[config.mk]
export PLATFORM = sky130hd
export DESIGN_NAME = panda_wb_arbiter
export DESIGN_NICKNAME = d
export VERILOG_FILES = /design/src/rtl/panda_wb_arbiter.sv
export SDC_FILE = /design/constraint.sdc
export NUM_CORES = 1
export LEC_CHECK = 0
export CORE_UTILIZATION = 40
export CTS_BUF_LIST = sky130_fd_sc_hd__clkbuf_8
export DETAILED_ROUTE_END_ITERATION = 10
export PLACE_DENSITY = 0.72
export SYNTH_ARGS = -nofsm -noshare
export SYNTH_HDL_FRONTEND = slang
export SYNTH_SLANG_ARGS = --single-unit
[constraint.sdc]
create_clock -name clk_i -period 1.7 [get_ports clk_i]
set_input_delay 0.255 -clock clk_i [delete_from_list [all_inputs] [get_ports clk_i]]
set_output_delay 0.255 -clock clk_i [all_outputs]
set_load 0.005 [all_outputs]
[src/rtl/panda_wb_arbiter.sv]
// Two-requester writeback arbiter with register-file output stage and pending-write scoreboard.
// Latency: 1 cycle from accept to rd_we_o/rd_addr_o/rd_data_o; busy bits are read combinationally.
// Backpressure: one ready per cycle, priority only on contention; a losing requester must hold addr/data.
module panda_wb_arbiter (
    input  logic        clk_i,
    input  logic        rst_i,

    input  logic        req0_valid_i,
    output logic        req0_ready_o,
    input  logic [4:0]  req0_addr_i,
    input  logic [31:0] req0_data_i,

    input  logic        req1_valid_i,
    output logic        req1_ready_o,
    input  logic [4:0]  req1_addr_i,
    input  logic [31:0] req1_data_i,

    output logic        rd_we_o,
    output logic [4:0]  rd_addr_o,
    output logic [31:0] rd_data_o,

    input  logic        resv_valid_i,
    input  logic [4:0]  resv_addr_i,
    input  logic [4:0]  rs1_addr_i,
    input  logic [4:0]  rs2_addr_i,
    output logic        rs1_busy_o,
    output logic        rs2_busy_o
);

    logic        rr_q;
    logic        contended;
    logic        accept;
    logic [4:0]  grant_addr;
    logic [31:0] grant_data;
    logic [31:1] busy_q;
    logic [31:1] busy_set;
    logic [31:1] busy_clr;
    logic [31:0] busy_vec;

    assign contended = !rst_i && req0_valid_i && req1_valid_i;

    always_comb begin
        req0_ready_o = 1'b0;
        req1_ready_o = 1'b0;
        if (!rst_i) begin
            if (req0_valid_i && req1_valid_i) begin
                req0_ready_o = !rr_q;
                req1_ready_o = rr_q;
            end else begin
                req0_ready_o = req0_valid_i;
                req1_ready_o = req1_valid_i;
            end
        end
    end

    assign accept     = req0_ready_o || req1_ready_o;
    assign grant_addr = req1_ready_o ? req1_addr_i : req0_addr_i;
    assign grant_data = req1_ready_o ? req1_data_i : req0_data_i;

    always_ff @(posedge clk_i) begin
        if (rst_i) begin
            rr_q      <= 1'b0;
            rd_we_o   <= 1'b0;
            rd_addr_o <= 5'd0;
            rd_data_o <= 32'd0;
        end else begin
            // Priority passes to the loser of a tie, so it only moves under contention.
            if (contended) begin
                rr_q <= !rr_q;
            end
            rd_we_o <= accept && (grant_addr != 5'd0);
            if (accept) begin
                rd_addr_o <= grant_addr;
                rd_data_o <= grant_data;
            end
        end
    end

    // A register clears when its write reaches the register file; a same-cycle reservation wins.
    always_comb begin
        busy_set = '0;
        busy_clr = '0;
        for (int i = 1; i < 32; i++) begin
            busy_set[i] = resv_valid_i && (resv_addr_i == 5'(i));
            busy_clr[i] = rd_we_o && (rd_addr_o == 5'(i));
        end
    end

    always_ff @(posedge clk_i) begin
        if (rst_i) begin
            busy_q <= '0;
        end else begin
            busy_q <= (busy_q & ~busy_clr) | busy_set;
        end
    end

    assign busy_vec   = {busy_q, 1'b0};
    assign rs1_busy_o = busy_vec[rs1_addr_i];
    assign rs2_busy_o = busy_vec[rs2_addr_i];

    // Issue stage must not double-reserve; a register committing this cycle is free to re-reserve.
    always @(posedge clk_i) begin
        if (!rst_i && resv_valid_i && (resv_addr_i != 5'd0)) begin
            assert (!busy_vec[resv_addr_i] || (rd_we_o && (rd_addr_o == resv_addr_i)))
                else $error("reservation of already-busy register x%0d", resv_addr_i);
        end
    end

endmodule
After elaboration in Yosys (flattened, before gate mapping)
Cells that the tools add are included.
{"block": "totals", "out_inout_bits": 42, "reg_bits": 70, "input_bits": 94, "wordCells": 152}
{"block": "classes", "n_mux": 10, "bitwise": 3, "order_cmp": 2, "n_reduce_logical": 70, "eq_ne": 62}
{"operator": "equality test 5 bit, second input constant", "n": 32}
{"operator": "equality test 5 x 4 -> 1 bit, second input constant", "n": 16}
{"operator": "logical AND 1 bit", "n": 66}
{"operator": "equality test 5 x 3 -> 1 bit, second input constant", "n": 8}
{"operator": "2-to-1 mux 32 bit", "n": 1}
{"operator": "AND 31 bit", "n": 1}
{"operator": "NOT 31 bit", "n": 1}
{"operator": "bitwise OR 31 bit", "n": 1}
{"operator": "equality test 5 x 2 -> 1 bit, second input constant", "n": 4}
{"operator": "less-than comparator 5 x 6 -> 1 bit, second input constant", "n": 2}
{"operator": "binary-select mux 1 bit (select 5 bit)", "n": 2}
{"operator": "equality test 5 x 1 -> 1 bit, second input constant", "n": 2}
{"operator": "2-to-1 mux 1 bit", "n": 6}
{"operator": "2-to-1 mux 5 bit", "n": 1}
{"operator": "nonzero test 5 bit", "n": 1}
{"operator": "zero test 1 bit", "n": 2}
{"operator": "logical OR 1 bit", "n": 1}

Logic depth before layout (Yosys ltp)
Gate-level depths: netlist of run 1.
{"block": "logic_depth", "ltp_word": 6, "mapped_depth": 6, "ltp_nobuf": 4}

Worst setup path after synthesis of run 1
No wires, ideal clock.
{"block": "synth_timing", "kind": "in2out", "from": "in rs1_addr_i[0]", "to": "out rs1_busy_o", "arrival_ps": 1178, "path_buffers": 1, "path_stages": 5, "slack_ps": 267, "required_time_ps": 1445, "cell_sequence": "buf_6 -> mux4_2 -> nand2b_1 -> o211ai_1 -> nand4_1"}
{"block": "synth_between", "elab_chain_len": 2}
{"element": "start, declared", "line": "24", "source": "input logic [4:0] rs1_addr_i,"}
{"element": "binary-select mux 1 bit (select 5 bit)", "line": "98", "source": "assign rs1_busy_o = busy_vec[rs1_addr_i];"}
{"element": "2-to-1 mux 1 bit (not written as such)", "line": "98"}
{"element": "end, declared", "line": "26", "source": "output logic rs1_busy_o,"}
Every way passes these cells. The select of a mux whose other input is x is not followed.

Final worst setup path of run 1
{"block": "layout_timing", "from": "reg busy_q[4] (netlist bit)", "to": "out rs2_busy_o"}
{"block": "layout_between", "elab_chain_len": 2}
{"element": "start, declared", "line": "35", "source": "logic [31:1] busy_q;"}
{"element": "start signal, assigned", "line": "93", "source": "busy_q <= (busy_q & ~busy_clr) | busy_set;"}
{"element": "binary-select mux 1 bit (select 5 bit)", "line": "99", "source": "assign rs2_busy_o = busy_vec[rs2_addr_i];"}
{"element": "2-to-1 mux 1 bit (not written as such)", "line": "99"}
{"element": "end, declared", "line": "27", "source": "output logic rs2_busy_o"}
Every way passes these cells. The select of a mux whose other input is x is not followed.

==> flow_metrics.tcl, run 1 <==
set metrics [dict create \
    clockPowerShare_pct 39.0 \
    synth_top_area_share_pct 41.3 \
    ys.flop_type "dfxtp_1" \
    fp.dieArea_um2 8860 \
    synth_edf_count 0 \
    internal_power_mw 3.21 \
    ys_types 33 \
    grt_overflow 0 \
    worstPathRequired_ps 1440 \
    grt_pass1_vias 3653 \
    setup_slack_ps -184 \
    routabilityCongestion 0.877 \
    seq_area_frac_synth_pct 41.3 \
    cp_num_buf_inv 1 \
    critPathTopFamily "multiplexers" \
    wl_mm 11.2 \
    grt_use_total_pct 25.7 \
    drive_gt1_share_pct 14.1 \
    final_nets 629 \
    syn-instance-count 387 \
    placed_area_um2 4960 \
    maxSlewViolCount 0 \
    cts.sink_count 70 \
    diodes 0 \
    root_buffer "clkbuf_8" \
    clkLatencyLatePin_ps 350 \
    finalCriticalPeriod_ps 1880 \
    grt_pass1_wl_mm 17.4 \
    fin_worst_skew_ps 6.78 \
    synth-seq-cells 70 \
    cts_tree "yes" \
    ys_async_sr_fraction_pct 0 \
    rr_worst_depth 5 \
    min_path_type "input port to flop" \
    holdPathStages 3 \
    powerDensity_nw_per_um2 805 \
    synth_commonest_cells "70 x dfxtp_1, 54 x nor2_1, 38 x nand2_1" \
    numPortBuffers 135 \
    crit_chain "mux4_2 -> nand2b_4 -> o211ai_1 -> nand4_1 -> buf_2" \
    peakVddDrop_uv 586 \
    p_sw_share_pct 24.5 \
    drt_pass1_iterations 8 \
    fill_cells 701 \
    area_delta_synth_final_pct 55.8 \
    synth_most_common_cell "dfxtp_1" \
    dp_hpwl_mm 8.30 \
    first_iter_violations 313 \
    path_clk_slew_ps 80 \
    yosys-top-cells-area "dfxtp_1 41%, a222oi_1 9.4%, mux2i_1 6.8%, nor2_1 6.0%, a21oi_1 5.5%" \
    critical_path_arrival_ps 1630 \
    power_frac_seq_pct 41.7 \
    combPwrFrac_pct 19.2 \
    worst_slew_pin_slew_ps 424 \
    switchingPower_mw 1.04 \
    power.leakage_nw 1.95 \
    drc 0 \
    cp.depth 5 \
    grt_max_degree 34 \
    rsz0062_at_grt "yes" \
    die_w_um 94.1 \
    start_util_pct 41.3 \
    min_period_over_period_pct 111 \
    syn_nets 481 \
    utilization_pct 64.4 \
    worstPathMaxFanout 3 \
    hold_viol_final 0 \
    fmaxAchievable_mhz 531 \
    ant_nets 0 \
    via_per_inst 5.68 \
    clock_tree.buffer_depth 2 \
    cp-start-kind "flop" \
    critPathKind "flop to output port" \
    endpoint_kind "output port" \
    top_level_ports 136 \
    setup_viol 2 \
    slowest_stage "mux4_2" \
    syn_area_um2 3390 \
    violations "negative setup slack" \
    cts_htree_levels 3 \
    final_area_um2 5290 \
    cts_made_buffers 9 \
    status "complete, but fails checks" \
    cts_hold_buf 0 \
    via_count 3666 \
    drt-wirelength-per-cell_um 17.3 \
    syn_area_per_cell_um2 8.77 \
    rows 33 \
    maxCapViolations 0 \
    fp.dieH_um 94.1 \
    antenna_found_initial 0 \
    ys_warn_count 0 \
    maxSlewHeadroom_pct 71.5 \
    yosys.area.top_type "dfxtp_1" \
    slowest_delay_ps 440 \
    core_um2 8220 \
]
## layout by cell type, fill, tap and decap left out, types with 3 or more instances in the layout
master,count
bufinv_16,3
a21oi_1,37
nand4_1,3
nor2_1,54
o21ai_1,22
buf_12,4
a211oi_1,7
nand2b_4,4
o21ai_0,9
dfxtp_2,7
mux2i_1,23
mux4_2,6
nand3_1,10
buf_2,3
dfxtp_1,63
nor2b_1,7
dlygate4sd2_1,3
a22oi_1,4
a222oi_1,32
clkbuf_8,10
clkdlybuf4s50_1,125
buf_4,26
nand2_1,38
nand2b_1,10
## repair_timing
action / in CTS / in global routing
setup endpoints to repair: 5 / 4
gates cloned: 0 / 1
buffers inserted: 3 / 0
pin swaps: 7 / 1
resized for setup: 28 / 5
## worst reg2reg max path, delay by kind of cell (launching register included)
| family | cells | cell delay [ps] |
|---|---|---|
| flip-flops | 1 | 370 |
| AND/OR/NAND/NOR | 1 | 110 |
| buffers and inverters | 2 | 500 |
| AO/OA/AOI/OAI | 2 | 450 |
## per-layer routing
layer  GRT usage (%)  share of wire, %  vias to the layer above
met2            43.3                49                      163
met5               0                 0                        -
li1                -                 -                     1744
met3            7.93               8.4                       21
met1            30.1                41                     1738
met4            10.5               2.0                        0
## layout make-up
| class | instances | area [µm²] | area share, % |
|---|---|---|---|
| Clock buffer | 10 | 138 | 2.60 |
| Clock inverter | 6 | 109 | 2.06 |
| Inverter | 4 | 15.0 | 0.284 |
| Multi-Input combinational cell | 284 | 1850 | 35.0 |
| Sequential cell | 70 | 1410 | 26.7 |
| Tap cell | 105 | 131 | 2.48 |
| Timing Repair Buffer | 166 | 1630 | 30.9 |
## cells by family after synthesis
| family | synth area share (%) |
|---|---|
| AND/OR/NAND/NOR | 17.8 |
| AO/OA/AOI/OAI | 24.1 |
| flip-flops | 41.3 |
| buffers and inverters | 5.71 |
| multiplexers | 10.8 |
| XOR/XNOR | 0.258 |
## stage by stage
stage | setup TNS, ps | hold slack, ps | instances | power (mW) | setup slack [ps]
floorplan | 0 | 424 | 387 | 2.13 | 267
global placement | -7960 | 481 | 625 | 2.60 | -774
detailed placement | -8810 | 491 | 625 | 2.61 | -809
CTS | -339 | 316 | 644 | 4.27 | -173
global route | -438 | 346 | 645 | 4.42 | -232
finish | -331 | 329 | 645 | 4.26 | -184
## sequential cells by signal, summed over array words and instances, names as in the netlist
name,cells
rd_data_o,32
busy_q,31
rd_addr_o,5
rd_we_o,1
rr_q,1
## worst paths after layout
| path | start | end | slack [ps] |
|---|---|---|---|
| max reg2reg | rr_q | rd_data_o[5] | 210 |
| max | busy_q[4] | rs2_busy_o | -180 |
| min | rst_i | busy_q[11] | 330 |
| min reg2reg | busy_q[7] | busy_q[7] | 500 |
## power by group through the flow
stage	clock (mW)	sequential, mW	combinational [mW]
after CTS	1.68	1.77	0.813
after detailed placement	0	1.81	0.802
after floorplan	0	1.80	0.330
after global placement	0	1.81	0.791
after global routing	1.76	1.78	0.879
final	1.66	1.78	0.819
Power figures use the tool's default switching activity.
==> run 2: changes to the inputs <==
- ABC_AREA: not set -> 0
- HOLD_SLACK_MARGIN: not set -> 0.06
==> results of run 2 <==
No change in the layout: final DEF, timing and power equal those of run 1.
==> run 3: changes to the inputs <==
- CORE_ASPECT_RATIO: not set -> 0.9
==> flow_metrics.tcl, run 3 (synthesized netlist as in run 1, its figures left out) <==
set metrics [dict create \
    worstPathRequired_ps 1440 \
    drt-wirelength-per-cell_um 17.7 \
    violations "negative setup slack" \
    diodes 0 \
    totalNegativeSetupSlack_ps -373 \
    min_period_over_period_pct 113 \
    via_count 3642 \
    critical_path_arrival_ps 1660 \
    die_w_um 99.1 \
    switchingPower_mw 1.04 \
    clkLatencyLatePin_ps 340 \
    drive_gt1_share_pct 14.7 \
    cts_tree "yes" \
    final_cell_mix "125 x clkdlybuf4s50_1, 62 x dfxtp_1, 54 x nor2_1, 38 x nand2_1, 37 x a21oi_1" \
    utilization_pct 64.1 \
    maxSlewHeadroom_pct 73.5 \
    grt_max_degree 39 \
    endpoint_kind "output port" \
    first_iter_violations 331 \
    start_util_pct 41.7 \
    clockPowerShare_pct 35.1 \
    grt_overflow 0 \
    path_clk_slew_ps 80 \
    min_path_type "input port to flop" \
    fin_worst_skew_ps 7.95 \
    final_nets 626 \
    worst_slew_pin_slew_ps 394 \
    powerDensity_nw_per_um2 765 \
    drc 0 \
    clock_tree.buffer_depth 2 \
    p_sw_share_pct 26.0 \
    maxSlewViolCount 0 \
    setup_slack_ps -217 \
    peakVddDrop_uv 451 \
    maxCapViolations 0 \
    status "complete, but fails checks" \
    rows 31 \
    antenna_found_initial 0 \
    setup_viol 2 \
    top_level_ports 136 \
    power.leakage_nw 1.89 \
    cts.sink_count 70 \
    worstPathMaxFanout 12 \
    final_common_cell "clkdlybuf4s50_1" \
    largestRegisters "rd_data_o: 32 flops, busy_q: 31 flops, rd_addr_o: 5 flops" \
    cp-start-kind "input port" \
    cts_htree_levels 3 \
    fmaxAchievable_mhz 522 \
    internal_power_mw 2.95 \
    largest-register "rd_data_o" \
    cts_hold_buf 0 \
    grt_pass1_vias 3609 \
    via_per_inst 5.73 \
    largest_reg_flops 32 \
    core_um2 8150 \
    grt_pass1_wl_mm 17.3 \
    area_delta_synth_final_pct 53.8 \
    wl_mm 11.3 \
    root_buffer "clkbuf_8" \
    finalCriticalPeriod_ps 1920 \
    combPwrFrac_pct 20.4 \
    hold_viol_final 0 \
    drt_pass1_iterations 8 \
    fp.dieH_um 89.4 \
    rsz0062_at_grt "yes" \
    ant_nets 0 \
    critPathKind "input port to output port" \
    dp_hpwl_mm 8.35 \
    routabilityCongestion 0.874 \
    fp.dieArea_um2 8860 \
    numPortBuffers 135 \
    power_frac_seq_pct 44.5 \
    cts_made_buffers 9 \
    grt_use_total_pct 25.4 \
]
==> run 3: cell types whose count changed in the layout (fill, tap and decap cells not counted), moves of 2 or more <==
cell,delta
mux2i_2,+4
mux2i_1,-5
dlygate4sd2_1,+2
bufinv_16,-2
buf_4,-2
==> run 3: path summary, 6_finish.rpt <==
check | depth (start not counted) | slack, ps | endpoint | start
worst min-delay path | 3 | 450 | rd_data_o[29] | rst_i
worst max register to register | 6 | 190 | rd_data_o[7] | rr_q
worst min register to register | 2 | 500 | rd_data_o[11] | rd_data_o[11]
worst max-delay path | 7 | -220 | rs2_busy_o | rs2_addr_i[2]
==> run 3: repair_timing <==
item	4_1_cts	5_1_grt
setup endpoints to repair	6	3
setup buffers	1	1
hold endpoints to repair	0	0
resized for setup	31	9
pin swaps	5	2
==> run 3: cell type report <==
type	instances	area, µm²
tap	99	124
clock buffer	11	151
inverter	4	15.0
sequential	70	1410
timing repair buffer	163	1580
multi-input combinational	284	1890
fill	681	2930
clock inverter	5	56.3
==> run 3: per-stage QoR <==
step	total power, mW	instance area, µm²	instances	hold slack, ps	worst slack (ps)
floorplan	2.13	3390	387	424	267
global route	4.17	5220	636	459	-304
global placement	2.59	4930	618	480	-766
detailed placement	2.61	4930	618	489	-803
CTS	4.01	5190	635	449	-175
finish	3.99	5220	636	454	-217
==> run 3: critical path, cell delays in order <==
cell,delay [ps]
clkdlybuf4s50_1,510
buf_12,160
mux2i_1,90
a211oi_1,290
nand3_1,140
nand4_1,110
buf_2,110
==> run 3: power by group through the flow <==
stage,Clock [mW],Combinational (mW),Sequential (mW)
floorplan,0,0.330,1.80
global placement,0,0.787,1.80
detailed placement,0,0.802,1.81
CTS,1.42,0.809,1.77
global route,1.51,0.876,1.78
finish,1.40,0.814,1.78
==> run 3: per-layer routing <==
metal / up-vias / wire length, µm / part of all wire, % / track usage [%]
li1: 1733 / - / - / -
met1: 1727 / 4430 / 39 / 28.2
met2: 149 / 5500 / 49 / 43.7
met3: 33 / 973 / 8.6 / 9.46
met4: 0 / 359 / 3.2 / 12.6
met5: - / 0 / 0 / 0
